File: src/rtl/teclado_pkg.sv
// Shared definitions for the 4x4 keypad scan controller.
//   - estado_t       : scan FSM states (BARRIDO, REBOTE, SOLTAR)
//   - TECLA_W        : width of the key code
//   - TECLA_NINGUNA  : key code meaning "no key buffered"
//   - COL_RESET      : column strobe value after reset
//   - codificar()    : (column index, row index) -> key code
//   - fila_prioridad(): lowest set row index of a row vector
package teclado_pkg;

  typedef enum logic [1:0] {
    BARRIDO = 2'd0,
    REBOTE  = 2'd1,
    SOLTAR  = 2'd2
  } estado_t;

  localparam int unsigned        TECLA_W       = 5;
  localparam logic [TECLA_W-1:0] TECLA_NINGUNA = 5'h1F;
  localparam logic [3:0]         COL_RESET     = 4'b0001;

  // Key code is 4*col_idx + fila_idx; the MSB stays 0 so 5'h1F never collides.
  function automatic logic [TECLA_W-1:0] codificar(input logic [1:0] col_idx,
                                                   input logic [1:0] fila_idx);
    return {1'b0, col_idx, fila_idx};
  endfunction

  // Several rows pressed on one column: the lowest index wins.
  function automatic logic [1:0] fila_prioridad(input logic [3:0] f);
    if (f[0]) begin
      return 2'd0;
    end else if (f[1]) begin
      return 2'd1;
    end else if (f[2]) begin
      return 2'd2;
    end else begin
      return 2'd3;
    end
  endfunction

endpackage

File: src/rtl/ctrl_barrido_teclado_if.sv
// Key hand-off bus between the keypad scanner and the digit-entry consumer.
//   tecla        : buffered key code (TECLA_NINGUNA when empty)
//   tecla_valida : buffer holds an unconsumed key
//   tecla_ack    : consumer takes the key
// master = scanner side, slave = consumer side.
interface ctrl_barrido_teclado_if;
  import teclado_pkg::*;

  logic [TECLA_W-1:0] tecla;
  logic               tecla_valida;
  logic               tecla_ack;

  modport master (output tecla, output tecla_valida, input tecla_ack);
  modport slave  (input tecla, input tecla_valida, output tecla_ack);

endinterface

File: src/rtl/div_barrido.sv
// Column dwell divider: counts 0..DIV_BARRIDO-1 and wraps; tick is high on
// the last count of every dwell, which is when the rows are sampled.
// Ports: clk, rst (synchronous, active-high), tick (one cycle per dwell).
module div_barrido #(
  parameter int unsigned DIV_BARRIDO = 1000
) (
  input  logic clk,
  input  logic rst,
  output logic tick
);

  localparam int unsigned   W          = $clog2(DIV_BARRIDO);
  localparam logic [W-1:0]  CUENTA_MAX = W'(DIV_BARRIDO - 1);

  logic [W-1:0] cnt_q;
  logic [W-1:0] cnt_d;

  assign tick = (cnt_q == CUENTA_MAX);

  // Next count: wrap after the last dwell cycle
  always_comb begin
    if (tick) begin
      cnt_d = '0;
    end else begin
      cnt_d = cnt_q + W'(1);
    end
  end

  // Dwell counter register
  always_ff @(posedge clk) begin
    if (rst) begin
      cnt_q <= '0;
    end else begin
      cnt_q <= cnt_d;
    end
  end

endmodule

File: src/rtl/ctrl_barrido_teclado.sv
// 4x4 matrix keypad scan controller.
// Strobes one column at a time, samples the rows once per dwell, debounces a
// press over N_DEBOUNCE ticks, encodes it and offers it through a single-entry
// valid/ack buffer, then waits for N_DEBOUNCE release ticks before scanning on.
// Ports:
//   clk, rst  : clock and synchronous active-high reset
//   fila      : row sense lines (active-high, already synchronised)
//   col       : one-hot column strobe
//   cons      : key hand-off bus (tecla / tecla_valida / tecla_ack), master side
//   sobrecarga: sticky "key dropped while buffer full" flag, only present when
//               TECLADO_SOBRECARGA_EN is defined
module ctrl_barrido_teclado
  import teclado_pkg::*;
#(
  parameter int unsigned DIV_BARRIDO = 1000,
  parameter int unsigned N_DEBOUNCE  = 4
) (
  input  logic                    clk,
  input  logic                    rst,
  input  logic [3:0]              fila,
  output logic [3:0]              col,
`ifdef TECLADO_SOBRECARGA_EN
  output logic                    sobrecarga,
`endif
  ctrl_barrido_teclado_if.master  cons
);

  localparam int unsigned   WD      = $clog2(N_DEBOUNCE + 1);
  localparam logic [WD-1:0] DEB_MAX = WD'(N_DEBOUNCE);
  localparam logic [WD-1:0] DEB_UNO = WD'(1);

  estado_t            state_q, state_d;
  logic [3:0]         col_q, col_d;
  logic [1:0]         col_idx_q, col_idx_d;
  logic [1:0]         cand_q, cand_d;
  logic [WD-1:0]      deb_q, deb_d;
  logic [TECLA_W-1:0] tecla_q, tecla_d;
  logic               valida_q, valida_d;
`ifdef TECLADO_SOBRECARGA_EN
  logic               sob_q, sob_d;
`endif

  logic               tick_s;
  logic               fila_hay_s;
  logic [1:0]         fila_idx_s;
  logic [WD-1:0]      deb_inc_s;
  logic               aceptar_s;
  logic               rotar_s;
  logic               carga_s;
  logic [TECLA_W-1:0] codigo_s;

  div_barrido #(
    .DIV_BARRIDO(DIV_BARRIDO)
  ) u_div (
    .clk (clk),
    .rst (rst),
    .tick(tick_s)
  );

  assign fila_hay_s = |fila;
  assign fila_idx_s = fila_prioridad(fila);
  assign deb_inc_s  = deb_q + WD'(1);
  // On an accept the sampled row equals the candidate, and col is still held.
  assign codigo_s   = codificar(col_idx_q, fila_idx_s);

  // State register plus all registered outputs
  always_ff @(posedge clk) begin
    if (rst) begin
      state_q   <= BARRIDO;
      col_q     <= COL_RESET;
      col_idx_q <= 2'd0;
      cand_q    <= 2'd0;
      deb_q     <= '0;
      tecla_q   <= TECLA_NINGUNA;
      valida_q  <= 1'b0;
`ifdef TECLADO_SOBRECARGA_EN
      sob_q     <= 1'b0;
`endif
    end else begin
      state_q   <= state_d;
      col_q     <= col_d;
      col_idx_q <= col_idx_d;
      cand_q    <= cand_d;
      deb_q     <= deb_d;
      tecla_q   <= tecla_d;
      valida_q  <= valida_d;
`ifdef TECLADO_SOBRECARGA_EN
      sob_q     <= sob_d;
`endif
    end
  end

  // Next-state logic: scan, debounce and release tracking advance only on ticks
  always_comb begin
    state_d   = state_q;
    cand_d    = cand_q;
    deb_d     = deb_q;
    aceptar_s = 1'b0;
    rotar_s   = 1'b0;
    if (tick_s) begin
      case (state_q)
        BARRIDO: begin
          if (fila_hay_s) begin
            cand_d = fila_idx_s;
            if (DEB_UNO == DEB_MAX) begin
              aceptar_s = 1'b1;
              state_d   = SOLTAR;
              deb_d     = '0;
            end else begin
              state_d   = REBOTE;
              deb_d     = DEB_UNO;
            end
          end else begin
            rotar_s = 1'b1;
          end
        end
        REBOTE: begin
          if (fila_hay_s && (fila_idx_s == cand_q)) begin
            if (deb_inc_s == DEB_MAX) begin
              aceptar_s = 1'b1;
              state_d   = SOLTAR;
              deb_d     = '0;
            end else begin
              deb_d     = deb_inc_s;
            end
          end else begin
            // Bounce or different row: abandon and move to the next column
            rotar_s = 1'b1;
            state_d = BARRIDO;
            deb_d   = '0;
          end
        end
        SOLTAR: begin
          if (fila_hay_s) begin
            deb_d = '0;
          end else if (deb_inc_s == DEB_MAX) begin
            rotar_s = 1'b1;
            state_d = BARRIDO;
            deb_d   = '0;
          end else begin
            deb_d = deb_inc_s;
          end
        end
        default: begin
          state_d = BARRIDO;
          deb_d   = '0;
        end
      endcase
    end else begin
      state_d = state_q;
    end
  end

  // Output logic: column rotation and the single-entry key buffer
  always_comb begin
    col_d     = col_q;
    col_idx_d = col_idx_q;
    tecla_d   = tecla_q;
    valida_d  = valida_q;
`ifdef TECLADO_SOBRECARGA_EN
    sob_d     = sob_q;
`endif
    if (rotar_s) begin
      col_d     = {col_q[2:0], col_q[3]};
      col_idx_d = col_idx_q + 2'd1;
    end else begin
      col_d     = col_q;
      col_idx_d = col_idx_q;
    end

    // A same-cycle ack frees the slot, so a load wins over the clear.
    carga_s = aceptar_s && (!valida_q || cons.tecla_ack);
    if (carga_s) begin
      tecla_d  = codigo_s;
      valida_d = 1'b1;
    end else if (aceptar_s) begin
`ifdef TECLADO_SOBRECARGA_EN
      sob_d    = 1'b1;
`else
      tecla_d  = tecla_q;
`endif
    end else if (valida_q && cons.tecla_ack) begin
      tecla_d  = TECLA_NINGUNA;
      valida_d = 1'b0;
    end else begin
      valida_d = valida_q;
    end
  end

  assign col               = col_q;
  assign cons.tecla        = tecla_q;
  assign cons.tecla_valida = valida_q;
`ifdef TECLADO_SOBRECARGA_EN
  assign sobrecarga        = sob_q;
`endif

endmodule

File: src/flat_wrapper.sv
// flat-port wrapper written by rule: the top's interface ports become plain ports
module ctrl_barrido_teclado_flat import teclado_pkg::*;
#(
  parameter int unsigned DIV_BARRIDO = 1000,
  parameter int unsigned N_DEBOUNCE  = 4
)
  (clk, rst, fila, col, cons_tecla, cons_tecla_valida, cons_tecla_ack);
  ctrl_barrido_teclado_if cons_i ();
  input  logic clk;
  input  logic rst;
  input  logic [3:0] fila;
  output logic [3:0] col;
  output wire logic [$bits(cons_i.tecla)-1:0] cons_tecla;
  output wire logic [$bits(cons_i.tecla_valida)-1:0] cons_tecla_valida;
  input wire logic [$bits(cons_i.tecla_ack)-1:0] cons_tecla_ack;
  assign cons_tecla = cons_i.tecla;
  assign cons_tecla_valida = cons_i.tecla_valida;
  assign cons_i.tecla_ack = cons_tecla_ack;
  ctrl_barrido_teclado #(.DIV_BARRIDO(DIV_BARRIDO), .N_DEBOUNCE(N_DEBOUNCE)) u_core (.clk(clk), .rst(rst), .fila(fila), .col(col), .cons(cons_i));
endmodule
File: config.mk
export PLATFORM = sky130hd
export DESIGN_NAME = ctrl_barrido_teclado_flat
export DESIGN_NICKNAME = d
export VERILOG_FILES = /design/src/rtl/teclado_pkg.sv /design/src/rtl/ctrl_barrido_teclado_if.sv /design/src/rtl/div_barrido.sv /design/src/rtl/ctrl_barrido_teclado.sv /design/src/flat_wrapper.sv
export SDC_FILE = /design/constraint.sdc
export NUM_CORES = 1
export LEC_CHECK = 0
export CORE_ASPECT_RATIO = 0.6
export CORE_MARGIN = 10
export CORE_UTILIZATION = 54
export DETAILED_ROUTE_END_ITERATION = 12
export GPL_ROUTABILITY_DRIVEN = 0
export PLACE_DENSITY = 0.84
export SLEW_MARGIN = 20
export SYNTH_ARGS = -nofsm -noshare
export SYNTH_HDL_FRONTEND = slang
export SYNTH_HIERARCHICAL = 1
export SYNTH_SLANG_ARGS = --single-unit
File: constraint.sdc
create_clock -name clk -period 2.85 [get_ports clk]
set_input_delay 0.4275 -clock clk [delete_from_list [all_inputs] [get_ports clk]]
set_output_delay 0.4275 -clock clk [all_outputs]
set_load 0.005 [all_outputs]
Word level (Yosys, flattened, before mapping)
Cells that the tools add are included.

operators by class
  add/subtract/negate cells = 3
  equality and inequality tests = 10
  multiplexer cells = 29
  reduce and logical (&&, ||, !) cells = 13

operators with widths
  cell                   count
  $mux 5                 3
  $mux 2                 7
  $mux 1                 12
  $mux 3                 4
  $add 10x1->10 const B  1
  $eq 10x10->1 const B   1
  $pmux 3 s3             1
  $pmux 2 s3             1
  $reduce_and 5->1       1
  $ne 2x1->1 const B     2
  $ne 2x2->1 const B     2
  $reduce_and 2->1       2
  $reduce_or 4->1        1
  $add 3x1->3 const B    1
  $eq 3x3->1 const B     1
  $logic_and 1x1->1      3
  $ne 3x3->1 const B     1
  $pmux 1 s3             1
  $reduce_and 3->1       1
  $add 2x1->2 const B    1
  $eq 2x1->1 const B     1
  $eq 2x2->1             1
  $eq 2x2->1 const B     1
  $logic_not 2->1        1
  other kinds (4)        4

storage, ports and cells
  flip-flop bits (word level) = 29
  bits of input ports = 7
  word-level logic and storage cells = 63

Depth between registers and ports, before layout
Gate-level depths: netlist of run 1.

  depth after elaboration = 11
  depth in mapped cells = 9
  gate-level depth less buffers = 8

Cells and area by module
Netlist of run 1, hierarchy kept.

by module, submodules not included
  module                instances  cells an instance  area each (µm²)
  ctrl_barrido_teclado  1          108                987.2
  div_barrido           1          56                 490.5

Worst setup path after synthesis of run 1
OpenSTA, ideal clock, no wires.

  path kind = reg2reg
  start = reg u_core.u_div.cnt_q[0]
  end = reg u_core.col_idx_q[1]
  library setup time = 123 ps
  data arrival time = 2292 ps
  path slack = 435 ps
  cell stages (with the launch flop) = 9
  clock period less this slack = 2415 ps
  path through = dfxtp_1 -> ha_1 -> nand4bb_1 -> nor3_1 -> inv_1 -> or2_2 -> nor3_1 -> o21ai_1 -> mux2_1

on the way
  word-level cells in the longest chain between the ends = 2

RTL lines
  what                    line                         source
  from (decl)             div_barrido.sv:15            logic [W-1:0] cnt_q;
  from (signal assigned)  div_barrido.sv:34            cnt_q <= cnt_d;
  $eq 10x10->1            div_barrido.sv:18            assign tick = (cnt_q == CUENTA_MAX);
  via u_core.tick_s       ctrl_barrido_teclado.sv:43   logic tick_s;
  $mux 1                  ctrl_barrido_teclado.sv:100  if (tick_s) begin
  to (signal assigned)    ctrl_barrido_teclado.sv:82   col_idx_q <= col_idx_d;
  to (decl)               ctrl_barrido_teclado.sv:34   logic [1:0] col_idx_q, col_idx_d;

The timed path passes the listed nets, and every way through them passes these cells.
A chain may end at the register's enable or synchronous reset.

Worst setup path after layout of run 1
Ends and elaborated chain as after synthesis.

==> impl_metrics.json, run 1 <==
{
  "status": "finished clean",
  "via_per_inst": 5.93,
  "grt_overflow": 0,
  "grt_use_met3_pct": 4.41,
  "vias": 1304,
  "hold_viol_final": 0,
  "firstDrtPassIters": 4,
  "fin_ws_ns": 0.281,
  "fmax_mhz": 389,
  "grt.met1_usage_pct": 16.7,
  "cts_max_level": 2,
  "finish.utilization_pct": 70.5,
  "cp-start-kind": "register",
  "finalCritPeriodShare_pct": 90.1,
  "p_per_area_nw_per_um2": 501,
  "endpoint_kind": "register",
  "die_w_um": 87.5,
  "grt_max_degree": 12,
  "post-dp-hpwl_um": 2660,
  "drcViolationCount": 0,
  "clkSinkCount": 29,
  "fin_setup_tns_ns": 0,
  "synth_edf_count": 0,
  "cts_root_buffer": "clkbuf_8",
  "first_iter_violations": 124,
  "area_growth_pct": 21.9,
  "yosysWarnings": 6,
  "die-area_um2": 5300,
  "cts_tree": "yes",
  "min_period_ns": 2.57,
  "numCtsBuffers": 5,
  "worst_pin_slew_ns": 0.563,
  "async_flop_share_pct": 0,
  "rsz0062_at_grt": "false",
  "cp_slowest_stage_delay_ns": 0.46,
  "clock_latency_ns": 0.27,
  "grt_pass1_wl_um": 5610,
  "clk_pin_slew_ns": 0.06,
  "ios": 17,
  "maxSlewHeadroom_pct": 62.1,
  "num_rows": 14,
  "seq_area_frac_synth_pct": 39.3,
  "routed_wl_um": 3440,
  "post_synth_inst_count": 164,
  "start_util_pct": 57.8,
  "finalSetupViolations": 0,
  "cp_slowest_cell": "nor3_1",
  "antenna_found_initial": 0,
  "drv_slew": 0,
  "critical_path_class": "reg -> reg",
  "fin_skew_ns": 0.00298,
  "hold_class": "reg -> reg",
  "top_usage_layer": "met2",
  "synth_area_per_cell_um2": 9.01,
  "synth-main-ff-cell": "dfxtp_1",
  "met2_usage_pct": 21.3,
  "avgRoutedWirePerCell_um": 15.6,
  "path_cells": "ha_1 -> nand4bb_1 -> nor3_1 -> inv_1 -> or2_2 -> nor3_1 -> o21ai_1 -> mux2_1",
  "grt_pass1_vias": 1224,
  "io_buffers": 16,
  "vdd_drop_max_mv": 0.246,
  "worstPathArrival_ns": 2.73,
  "track_usage_pct": 13.3,
  "leakage_nw": 0.654,
  "path_max_fanout": 5,
  "cts_resized": 0,
  "path_buf_inv": 1,
  "netlist_area_um2": 1480,
  "ys_ff_latch": 29,
  "cts_hold_buf": 0,
  "max_cap_viol_count": 0,
  "crit_required_ns": 3.01,
  "core_um2": 2560,
  "syn_nets": 175,
  "antenna_cells": 0,
  "final_nets": 198,
  "cp_common_cell": "nor3_1",
  "post_cts_buffers": 0,
  "antenna_left": 0,
  "place_ws_ns": 0.255,
  "netlist-cell-type-count": 47,
  "r2r_slack_ns": 0.28,
  "clk_path_buf_depth": 2,
  "die-height_um": 60.5,
  "drive_gt1_share_pct": 11.2,
  "cpLargestDelayFamily": "simple AND/OR/NAND/NOR gates"
}
[layout by cell type, fill, tap and decap left out, drive strengths merged, types with 4 or more instances in the layout]
master / instances
dfxtp: 29
clkdlybuf4s50: 16
nor2: 13
o21ai: 12
inv: 11
nand2: 10
a21oi: 8
nor3: 8
mux2i: 7
clkbuf: 7
nand2b: 5
or3: 4
ha: 4
nand3: 4
[registers in the layout (all words and copies together), names as in the netlist]
name / cells
u_core/u_div/cnt_q: 10
u_core/deb_q: 3
u_core/cons.tecla_valida: 1
u_core/cand_q: 2
u_core/state_q: 2
u_core/cons.tecla: 5
u_core/col_idx_q: 2
u_core/col: 4
[layer usage]
layer,part of all wire (%),routed length [µm]
met1,45,1550
met2,49,1670
met3,6.1,210
met4,0.32,11
met5,0,0
[cell families (layout without fill, tap and decap cells)]
logic type	count (synthesis)	after routing	synth area share (%)
AO/OA/AOI/OAI	39	39	18.6
XOR/XNOR	3	3	1.78
adder cells (fa/ha/maj)	4	4	3.39
buffers and inverters	14	38	3.81
flip-flops	29	29	39.3
multiplexers	8	8	5.50
AND/OR/NAND/NOR	67	67	27.6
[where the power goes]
group	internal, W	leakage, nW	switching [W]
sequential	0.000412	0.235	0.00000815
clock	0.000285	0.0585	0.000148
combinational	0.0000216	0.360	0.0000269
[synthesized netlist by cell type (2+ instances only)]
cell | n | area (µm²)
o21ai_1 | 4 | 20.0
ha_1 | 4 | 50.1
nand4_1 | 2 | 12.5
clkbuf_1 | 2 | 7.51
o211ai_1 | 3 | 22.5
dfxtp_1 | 29 | 581
nand3_1 | 4 | 20.0
inv_1 | 11 | 41.3
or3_1 | 4 | 25.0
a31o_2 | 2 | 17.5
mux2i_1 | 7 | 70.1
and2_1 | 3 | 18.8
nor2_1 | 13 | 48.8
a21bo_2 | 2 | 20.0
nor3_1 | 8 | 40.0
a21oi_1 | 8 | 40.0
xnor2_1 | 2 | 17.5
a31oi_1 | 2 | 12.5
nand4bb_1 | 3 | 33.8
or2_2 | 2 | 12.5
a32o_1 | 2 | 20.0
nand2_1 | 10 | 37.5
o21ai_0 | 8 | 40.0
nor2b_1 | 2 | 12.5
nand2b_1 | 5 | 31.3
[through the flow]
stage | instances | power (W) | hold WS [ns] | cell area (µm²)
2_1_floorplan | 164 | 0.000453 | 0.426 | 1480
3_3_place_gp | 212 | 0.000474 | 0.440 | 1690
3_5_place_dp | 212 | 0.000477 | 0.453 | 1690
4_1_cts | 220 | 0.000904 | 0.465 | 1800
5_1_grt | 220 | 0.000935 | 0.490 | 1800
6_report | 220 | 0.000902 | 0.465 | 1800
[layout make-up]
| type | count | area (µm²) |
|---|---|---|
| Clock buffer | 7 | 86.3 |
| Clock inverter | 1 | 30.0 |
| Fill cell | 204 | 756 |
| Inverter | 11 | 41.3 |
| Multi-Input combinational cell | 121 | 841 |
| Sequential cell | 29 | 581 |
| Tap cell | 32 | 40.0 |
| Timing Repair Buffer | 19 | 183 |
[worst paths after layout]
path                          from  cells past startpoint               endpoint
max reg2reg  u_core/u_div/cnt_q[0]                      8    u_core/col_idx_q[1]
min reg2reg  u_core/u_div/cnt_q[0]                      1  u_core/u_div/cnt_q[0]
min          u_core/u_div/cnt_q[0]                      1  u_core/u_div/cnt_q[0]
max          u_core/u_div/cnt_q[0]                      8    u_core/col_idx_q[1]
Note: power is estimated with default switching activity, not from simulation.
==> inputs of run 2 (changes only) <==
GPL_TIMING_DRIVEN = 1   (was default)
==> results of run 2 <==
Final layout, timing and power as in run 1 (identical DEF).
